## src/rtl/mem_lower_pkg.sv

```systemverilog
// Shared helpers for lowered memory wrappers: address width, lane count and latency legality.
// Pure elaboration-time content; no logic is generated from this file.
`ifndef MEM_LOWER_PKG_SV
`define MEM_LOWER_PKG_SV

// Rejects any read latency the wrapper pipelines cannot build.
`define MEM_LOWER_CHECK_RL(RL) \
  if (!((RL) == 1 || (RL) == 2)) begin : g_bad_read_latency \
    $error("READ_LATENCY must be 1 or 2"); \
  end

package mem_lower_pkg;

  function automatic int addr_w(input int depth);
    return (depth <= 1) ? 1 : $clog2(depth);
  endfunction

  function automatic int lane_cnt(input int width, input int gran);
    return width / gran;
  endfunction

endpackage

`endif

```

## src/rtl/mem_1r1w_masked_if.sv

```systemverilog
// Read and write port bundle of the masked 1r1w memory; the memory is the slave side.
interface mem_1r1w_masked_if
  import mem_lower_pkg::*;
#(
  parameter int DEPTH     = 32,
  parameter int WIDTH     = 64,
  parameter int MASK_GRAN = 8
);
  localparam int AW = addr_w(DEPTH);
  localparam int MW = lane_cnt(WIDTH, MASK_GRAN);

  logic [AW-1:0]    R0_addr;
  logic             R0_en;
  logic [WIDTH-1:0] R0_data;
  logic             R0_valid;
  logic [AW-1:0]    W0_addr;
  logic             W0_en;
  logic [WIDTH-1:0] W0_data;
  logic [MW-1:0]    W0_mask;

  modport master (
    output R0_addr, R0_en, W0_addr, W0_en, W0_data, W0_mask,
    input  R0_data, R0_valid
  );

  modport slave (
    input  R0_addr, R0_en, W0_addr, W0_en, W0_data, W0_mask,
    output R0_data, R0_valid
  );
endinterface

```

## src/rtl/mem_lane_merge.sv

```systemverilog
// Combinational lane mux: each mask bit selects its lane from the new word, else the old word.
module mem_lane_merge #(
  parameter int WIDTH     = 64,
  parameter int MASK_GRAN = 8,
  parameter int MW        = WIDTH / MASK_GRAN
) (
  input  logic [WIDTH-1:0] i_old,
  input  logic [WIDTH-1:0] i_new,
  input  logic [MW-1:0]    i_mask,
  output logic [WIDTH-1:0] o_merged
);

  for (genvar i = 0; i < MW; i++) begin : g_lane
    assign o_merged[i*MASK_GRAN +: MASK_GRAN] =
      i_mask[i] ? i_new[i*MASK_GRAN +: MASK_GRAN] : i_old[i*MASK_GRAN +: MASK_GRAN];
  end

endmodule

```

## src/rtl/mem_1r1w_masked.sv

```systemverilog
// Single-clock masked 1r1w memory with write-first forwarding and a 1- or 2-stage read pipeline.
// Array is never reset; only the read pipeline registers are.
module mem_1r1w_masked
  import mem_lower_pkg::*;
#(
  parameter int DEPTH        = 32,
  parameter int WIDTH        = 64,
  parameter int MASK_GRAN    = 8,
  parameter int READ_LATENCY = 1
) (
  input  logic             clock,
  input  logic             reset_n,
  mem_1r1w_masked_if.slave bus
);

  localparam int AW = addr_w(DEPTH);
  localparam int MW = lane_cnt(WIDTH, MASK_GRAN);
  localparam logic [AW:0] DEPTH_C = (AW+1)'(DEPTH);

  if (WIDTH % MASK_GRAN != 0) begin : g_bad_mask_gran
    $error("WIDTH must be a multiple of MASK_GRAN");
  end
  `MEM_LOWER_CHECK_RL(READ_LATENCY)

  logic [WIDTH-1:0] r_mem [DEPTH];

  logic             w_wr_in_range;
  logic             w_rd_in_range;
  logic             w_wr_do;
  logic             w_fwd;
  logic [WIDTH-1:0] w_wr_old;
  logic [WIDTH-1:0] w_wr_merged;
  logic [WIDTH-1:0] w_rd_old;
  logic [WIDTH-1:0] w_fwd_merged;
  logic [WIDTH-1:0] w_rd_word;

  assign w_wr_in_range = {1'b0, bus.W0_addr} < DEPTH_C;
  assign w_rd_in_range = {1'b0, bus.R0_addr} < DEPTH_C;
  // The array has no reset, so an edge seen while reset_n is low must not commit a write.
  assign w_wr_do       = bus.W0_en && w_wr_in_range && reset_n;
  assign w_wr_old      = w_wr_in_range ? r_mem[bus.W0_addr] : '0;
  assign w_rd_old      = w_rd_in_range ? r_mem[bus.R0_addr] : '0;
  assign w_fwd         = bus.W0_en && bus.R0_en && w_wr_in_range && (bus.W0_addr == bus.R0_addr);
  assign w_rd_word     = w_fwd ? w_fwd_merged : w_rd_old;

  mem_lane_merge #(.WIDTH(WIDTH), .MASK_GRAN(MASK_GRAN), .MW(MW)) u_wr_merge (
    .i_old    (w_wr_old),
    .i_new    (bus.W0_data),
    .i_mask   (bus.W0_mask),
    .o_merged (w_wr_merged)
  );

  mem_lane_merge #(.WIDTH(WIDTH), .MASK_GRAN(MASK_GRAN), .MW(MW)) u_fwd_merge (
    .i_old    (w_rd_old),
    .i_new    (bus.W0_data),
    .i_mask   (bus.W0_mask),
    .o_merged (w_fwd_merged)
  );

  always_ff @(posedge clock) begin
    if (w_wr_do) begin
      r_mem[bus.W0_addr] <= w_wr_merged;
    end
  end

  logic [WIDTH-1:0] r_s1_dat;
  logic             r_s1_vld;

  always_ff @(posedge clock or negedge reset_n) begin
    if (!reset_n) begin
      r_s1_dat <= '0;
      r_s1_vld <= 1'b0;
    end else begin
      r_s1_vld <= bus.R0_en;
      if (bus.R0_en) begin
        r_s1_dat <= w_rd_word;
      end
    end
  end

  if (READ_LATENCY == 2) begin : g_stage2
    logic [WIDTH-1:0] r_s2_dat;
    logic             r_s2_vld;

    // Stage 2 only copies stage 1, so later writes never touch an in-flight word.
    always_ff @(posedge clock or negedge reset_n) begin
      if (!reset_n) begin
        r_s2_dat <= '0;
        r_s2_vld <= 1'b0;
      end else begin
        r_s2_vld <= r_s1_vld;
        if (r_s1_vld) begin
          r_s2_dat <= r_s1_dat;
        end
      end
    end

    assign bus.R0_data  = r_s2_dat;
    assign bus.R0_valid = r_s2_vld;
  end else begin : g_stage1
    assign bus.R0_data  = r_s1_dat;
    assign bus.R0_valid = r_s1_vld;
  end

endmodule

```

## src/flat_wrapper.sv

```systemverilog
// flat-port wrapper written by rule: the top's interface ports become plain ports
module mem_1r1w_masked_flat import mem_lower_pkg::*;
#(
  parameter int DEPTH        = 32,
  parameter int WIDTH        = 64,
  parameter int MASK_GRAN    = 8,
  parameter int READ_LATENCY = 1
)
  (clock, reset_n, bus_R0_addr, bus_R0_en, bus_W0_addr, bus_W0_en, bus_W0_data, bus_W0_mask, bus_R0_data, bus_R0_valid);
  mem_1r1w_masked_if #(.DEPTH(DEPTH), .WIDTH(WIDTH), .MASK_GRAN(MASK_GRAN)) bus_i ();
  input  logic clock;
  input  logic reset_n;
  input wire logic [$bits(bus_i.R0_addr)-1:0] bus_R0_addr;
  input wire logic [$bits(bus_i.R0_en)-1:0] bus_R0_en;
  input wire logic [$bits(bus_i.W0_addr)-1:0] bus_W0_addr;
  input wire logic [$bits(bus_i.W0_en)-1:0] bus_W0_en;
  input wire logic [$bits(bus_i.W0_data)-1:0] bus_W0_data;
  input wire logic [$bits(bus_i.W0_mask)-1:0] bus_W0_mask;
  output wire logic [$bits(bus_i.R0_data)-1:0] bus_R0_data;
  output wire logic [$bits(bus_i.R0_valid)-1:0] bus_R0_valid;
  assign bus_i.R0_addr = bus_R0_addr;
  assign bus_i.R0_en = bus_R0_en;
  assign bus_i.W0_addr = bus_W0_addr;
  assign bus_i.W0_en = bus_W0_en;
  assign bus_i.W0_data = bus_W0_data;
  assign bus_i.W0_mask = bus_W0_mask;
  assign bus_R0_data = bus_i.R0_data;
  assign bus_R0_valid = bus_i.R0_valid;
  mem_1r1w_masked #(.DEPTH(DEPTH), .WIDTH(WIDTH), .MASK_GRAN(MASK_GRAN), .READ_LATENCY(READ_LATENCY)) u_core (.clock(clock), .reset_n(reset_n), .bus(bus_i));
endmodule
```

## config.mk

```make
export PLATFORM = sky130hd
export DESIGN_NAME = mem_1r1w_masked_flat
export DESIGN_NICKNAME = d
export VERILOG_FILES = /design/src/rtl/mem_lower_pkg.sv /design/src/rtl/mem_1r1w_masked_if.sv /design/src/rtl/mem_lane_merge.sv /design/src/rtl/mem_1r1w_masked.sv /design/src/flat_wrapper.sv
export SDC_FILE = /design/constraint.sdc
export NUM_CORES = 2
export LEC_CHECK = 0
export CAP_MARGIN = 20
export CORE_ASPECT_RATIO = 1.75
export CORE_MARGIN = 10
export CORE_UTILIZATION = 55
export DETAILED_ROUTE_END_ITERATION = 8
export PLACE_DENSITY = 0.72
export SLEW_MARGIN = 20
export SYNTH_ARGS = -nofsm -noshare
export SYNTH_HDL_FRONTEND = slang
export SYNTH_SLANG_ARGS = --single-unit
```

## constraint.sdc

```tcl
create_clock -name clock -period 1.7 [get_ports clock]
set_clock_uncertainty 0.1 [all_clocks]
set_input_delay 0.17 -clock clock [delete_from_list [all_inputs] [get_ports clock]]
set_output_delay 0.17 -clock clock [all_outputs]
set_load 0.005 [all_outputs]
```

# Yosys cells after proc, flatten, opt, wreduce, memory -nomap -nowiden
# Memories as Yosys holds them, arrays and structs flattened.
# Index checks and enable logic that the tools add are counted.
# word_totals
regBits	65
output_inout_bits	65
in_bits	86
n_memories	1
mem_bits_rw	2048
word_cells	42
# op_classes
reduce_logical	11
n_mux	19
n_eq_ne	9
# memory_table
memory	words	width	read_ports	rd_clocked_by_memory_dff	wr	line	rtl
u_core.r_mem	32	64	1	0	1	mem_1r1w_masked.sv:25	logic [WIDTH-1:0] r_mem [DEPTH];
# op_table
cell	count
8-bit 2-to-1 mux	16
64-bit 2-to-1 mux	1
2-bit AND reduction	8
1-bit inequality test, second input constant	8
5-bit equality test	1
1-bit logical AND	3
1-bit 2-to-1 mux	2

# Longest topological paths before layout
# depth
ltp_word	4
mapped_depth	9
depth_no_buf	5

# Modules after synthesis
# From an unflattened synthesis, not the netlist that was laid out.
# hier_totals
cells_unflattened	5580
hier_area_um2	98926.1
# by_module_without_submodules
mod	cells_each	area_per_inst_um2	seq_area_each_um2	n_inst
mem_1r1w_masked	5436	96824.1	63125.5	1
mem_lane_merge	72	1051.0	0.0	2

# Worst setup path after synthesis
# OpenSTA, ideal clock, no wires.
# synth_timing
kind	input port to flip-flop
from	in bus_R0_addr[0]
to	reg u_core.r_s1_dat[61], in the netlist u_core.bus.R0_data[61]
n_path_buf	4
arrival_time_ps	1675
stages	9
required_time_ps	1474
setup_ps	126
path_slack_ps	-201
cell_sequence	buf_2 -> buf_2 -> buf_2 -> buf_2 -> mux2i_1 -> nand2_1 -> nand3_1 -> nand4_1 -> a221o_1
# synth_via
elab_chain_cells	3
word_cells_on_any_way	5
classes_between	eq/ne (1); mux (2); reduce/logical (1); memory (1)
# synth_rtl
element	line	rtl
start: declaration	flat_wrapper.sv:13	input wire logic [$bits(bus_i.R0_addr)-1:0] bus_R0_addr;
memory 32 x 64 bit / 5-bit equality test (equally long branches)	n/a	
8-bit 2-to-1 mux / 1-bit logical AND (equally long branches)	mem_lane_merge.sv:15, mem_1r1w_masked.sv:43	
64-bit 2-to-1 mux *	mem_1r1w_masked.sv:44	assign w_rd_word = w_fwd ? w_fwd_merged : w_rd_old;
end signal: assignment	mem_1r1w_masked.sv:76	r_s1_dat <= w_rd_word;
end: declaration	mem_1r1w_masked.sv:66	logic [WIDTH-1:0] r_s1_dat;
# Mark *: on every way between the ends. The rest lies on a longest branch, timed or not.
# A chain may end at the register's enable or synchronous reset.

==> impl_results.md <==
- Number of cells on the critical path: 5
- Area contributors post-synth: edfxtp_1 74%, mux2i_1 12%, a22oi_1 2.9%
- RePlAce Congestion: 0.907
- Hold_sp: bus_W0_data[18]
- Failing checks: negative setup slack
- Htree depth: 4
- Antenna viol nets, final: 0
- Mux cell area share after synthesis: 0.123
- Placed instance area: 94,200 um^2
- Largest family of logic cells by synthesized area: multiplexers
- Crit Path Max Fanout: 39
- Ys Warns: 0
- Layout net count: 5,816
- Vias in the first global route: 49,400
- Syn nets: 5,028
- Area Growth Syn to Fin: 20.0%
- CP arrival: 2.55 ns
- CTS sink cnt: 2,113
- Crit end category: async pin
- Ports: 151
- Initial DRC count: 5,670
- DR WL/cell: 28.6 um
- Pin count of the biggest net entering global routing: 52
- DR vias: 48,500
- Max-capacitance violation count: 0
- Worst-margin pin slew: 0.578 ns
- Complex-gate fraction of the synthesized area: 0.0482
- WS Path Type: in -> async
- Clock transition at path regs: 0.07 ns
- Fin. Hold Viols: 0
- Die area: 167,000 um^2
- #FFs+latches synth: 2,113
- Hold path depth: 2
- CP Cell Sequence: dlygate4sd3_1 -> buf_4 -> dlygate4sd3_1 -> buf_4 -> buf_12
- Peak VDD IR: 1120 uV
- Final Core Density: 0.664
- Post-DP HPWL: 153,000 um
- Max Clock Freq: 575 MHz
- Post-Syn Area per Cell: 16.8 um^2
- Worst Hold End: u_core.r_mem[0][18]$_DFFE_PP_
- FF-to-FF setup slack: 0.03 ns
- RSZ-0062 raised after global routing: yes
- Synth Instances: 4,942
- Tightest slew margin relative to the limit: 0.614
- Post-synthesis sequential area ratio: 0.760
- Core Area: 150,000 um^2
- Synth area leader: edfxtp_1
- Grt ovf: 0
- Outcome: finished, violations left
- Root Buffer Master: clkbuf_16
- CP startpoint: reset_n
- Final instance area: 99,600 um^2
- Die width: 314 um
- Worst R2R Path Depth: 5
- Leak: 35.7 nW
- Clock latency on the worst-skew pair: 0.82 ns
- Drt pass-1 iters: 6
- Area of the mapped netlist: 83,000 um^2
- Rows: 188
- Chip Height: 534 um
- Hold crit path type: in -> reg
- Setup ws final: -0.0401 ns
- Vias per cell: 6.17
- Post-Synth Simple-Gate Area: 0.0503
- Max Slew Vio Count: 0
- Global-route wire length before repair: 324,000 um
- Post-synth cell types: 26
- Worst path required time: 2.51 ns
- Startpoint types: input port
- Synth top area share: 0.741
- PD cells: 1040 nW/um^2
- CP max stage cell: dlygate4sd3_1
- Buffers on Ports: 150
- Crit-path max cell delay: 0.73 ns
- TritonCTS buffer count: 168
- Antenna violations before repair: 3
- Min Tclk post-route: 1.74 ns
- Reg-to-reg startpoint: u_core.r_mem[3][58]$_DFFE_PP_
- Initial Utilization: 0.553
- Period utilization: 1.02
- Pre-CTS setup slack: -0.967 ns
- CP top delay family: buffers and inverters
- CTS tree: yes
- Synth Area in Adders: 0
- Final wirelength: 225,000 um
- Buffers & Inverters on Critical Path: 5
- Total GRT Usage: 0.263
- Share of cells above drive strength 1: 0.204
- DRC: 0
- Worst-case clock buffer depth: 3
- FF-to-FF End: u_core.bus.R0_data[58]$_DFFE_PN0P_
- Final setup violation count: 20
- XOR/XNOR Fraction of Synth Area: 0.000528
==> cells in the final DEF, fill, tap and decap left out, drive strengths merged <==
cell type / count
nand2: 234
nor3: 1
a22oi: 320
buf: 843
clkdlybuf4s50: 80
xnor2: 1
a221o: 64
nor3b: 3
mux2i: 1024
clkbuf: 217
nand4: 64
nor2b: 76
a21oi: 192
edfxtp: 2048
clkinv: 64
xor2: 4
nand3: 256
nand2b: 2
dfrtp: 65
inv: 6
bufinv: 15
and3b: 1
nor4: 1
clkinvlp: 5
dlygate4sd3: 4
or2: 1
dlygate4sd2: 2
and2: 4
diode: 1
and3: 10
nor2: 260
==> registers in the layout, summed over array words and instances, names as in the netlist <==
name                 flops
u_core.bus.R0_data      64
u_core.bus.R0_valid      1
u_core.r_mem          2048
==> worst register-to-register path: cells and delay by family, from the launching register on <==
family	cells	cell delay, ns
AO/OA/AOI/OAI	2	0.49
flip-flops	1	0.39
multiplexers	1	0.29
AND/OR/NAND/NOR	2	0.30
==> layer usage <==
metal | vias to the layer above | GRT usage | part of all wire
li1 | 20900 | - | -
met1 | 24400 | 0.301 | 0.34
met2 | 2545 | 0.452 | 0.51
met3 | 643 | 0.0419 | 0.075
met4 | 4 | 0.177 | 0.074
met5 | - | 0 | 0.000098
==> synthesized netlist by cell type <==
master / count
and3b_1: 1
edfxtp_1: 2048
mux2i_1: 1024
buf_1: 49
nor2b_1: 76
nand2b_1: 2
nor4_4: 1
a221o_1: 64
nand3_1: 256
clkbuf_1: 125
buf_4: 9
a22oi_1: 320
nor3b_1: 3
buf_2: 120
nand2_1: 234
nor2_1: 260
a21oi_1: 192
nor3_1: 1
and2_1: 4
xor2_1: 4
or2_1: 1
and3_1: 10
nand4_1: 64
xnor2_1: 1
dfrtp_1: 65
buf_6: 8
==> stage by stage <==
stage                     total power, mW   TNS, ns  hold slack [ns]  std cells
final                                 104    -0.487           0.0463       7863
after global routing                  106    -0.505           0.0414       7863
after CTS                             104    -0.799          0.00398       7862
after detailed placement             66.2  -1188.73            0.277       7543
after global placement               66.0  -1120.28            0.270       7543
after floorplan                      62.0    -66.22           -0.226       4942
==> repair_timing <==
item	4_1_cts	5_1_grt
hold buffers	4	0
resized for setup	304	26
setup endpoints to repair	83	52
setup buffers	8	0
hold endpoints to repair	73	0
==> area by class of cell <==
class | instances | area (um^2)
diodes | 1 | 2.50
fillers | 10100 | 50400
repair buffers | 929 | 9780
flip-flops and latches | 2113 | 63200
multi-input cells | 2518 | 18800
well taps | 1995 | 2500
clock buffers | 217 | 4430
clock inverters | 90 | 937
==> cells by family (layout without fill, tap and decap cells) <==
group / Yosys count / count (layout)
AO/OA/AOI/OAI: 576 / 576
multiplexers: 1024 / 1024
AND/OR/NAND/NOR: 913 / 913
buffers and inverters: 311 / 1236
XOR/XNOR: 5 / 5
other: 0 / 1
flip-flops: 2113 / 2113
==> where the power goes <==
part	total [mW]	switching (mW)	internal (mW)	leakage, nW
clock network	38.7	17.9	20.8	2.60
logic	7.25	4.28	2.96	14.0
registers	57.9	0.391	57.5	19.2
==> worst max-delay path by stage <==
stage,end
detailed placement,u_core.bus.R0_data[19]$_DFFE_PN0P_
finish,u_core.bus.R0_data[57]$_DFFE_PN0P_
CTS,bus_R0_data[56]
floorplan,u_core.r_mem[2][0]$_DFFE_PP_
global placement,u_core.bus.R0_data[19]$_DFFE_PN0P_
global route,bus_R0_data[56]
(Power assumes the default switching activity.)
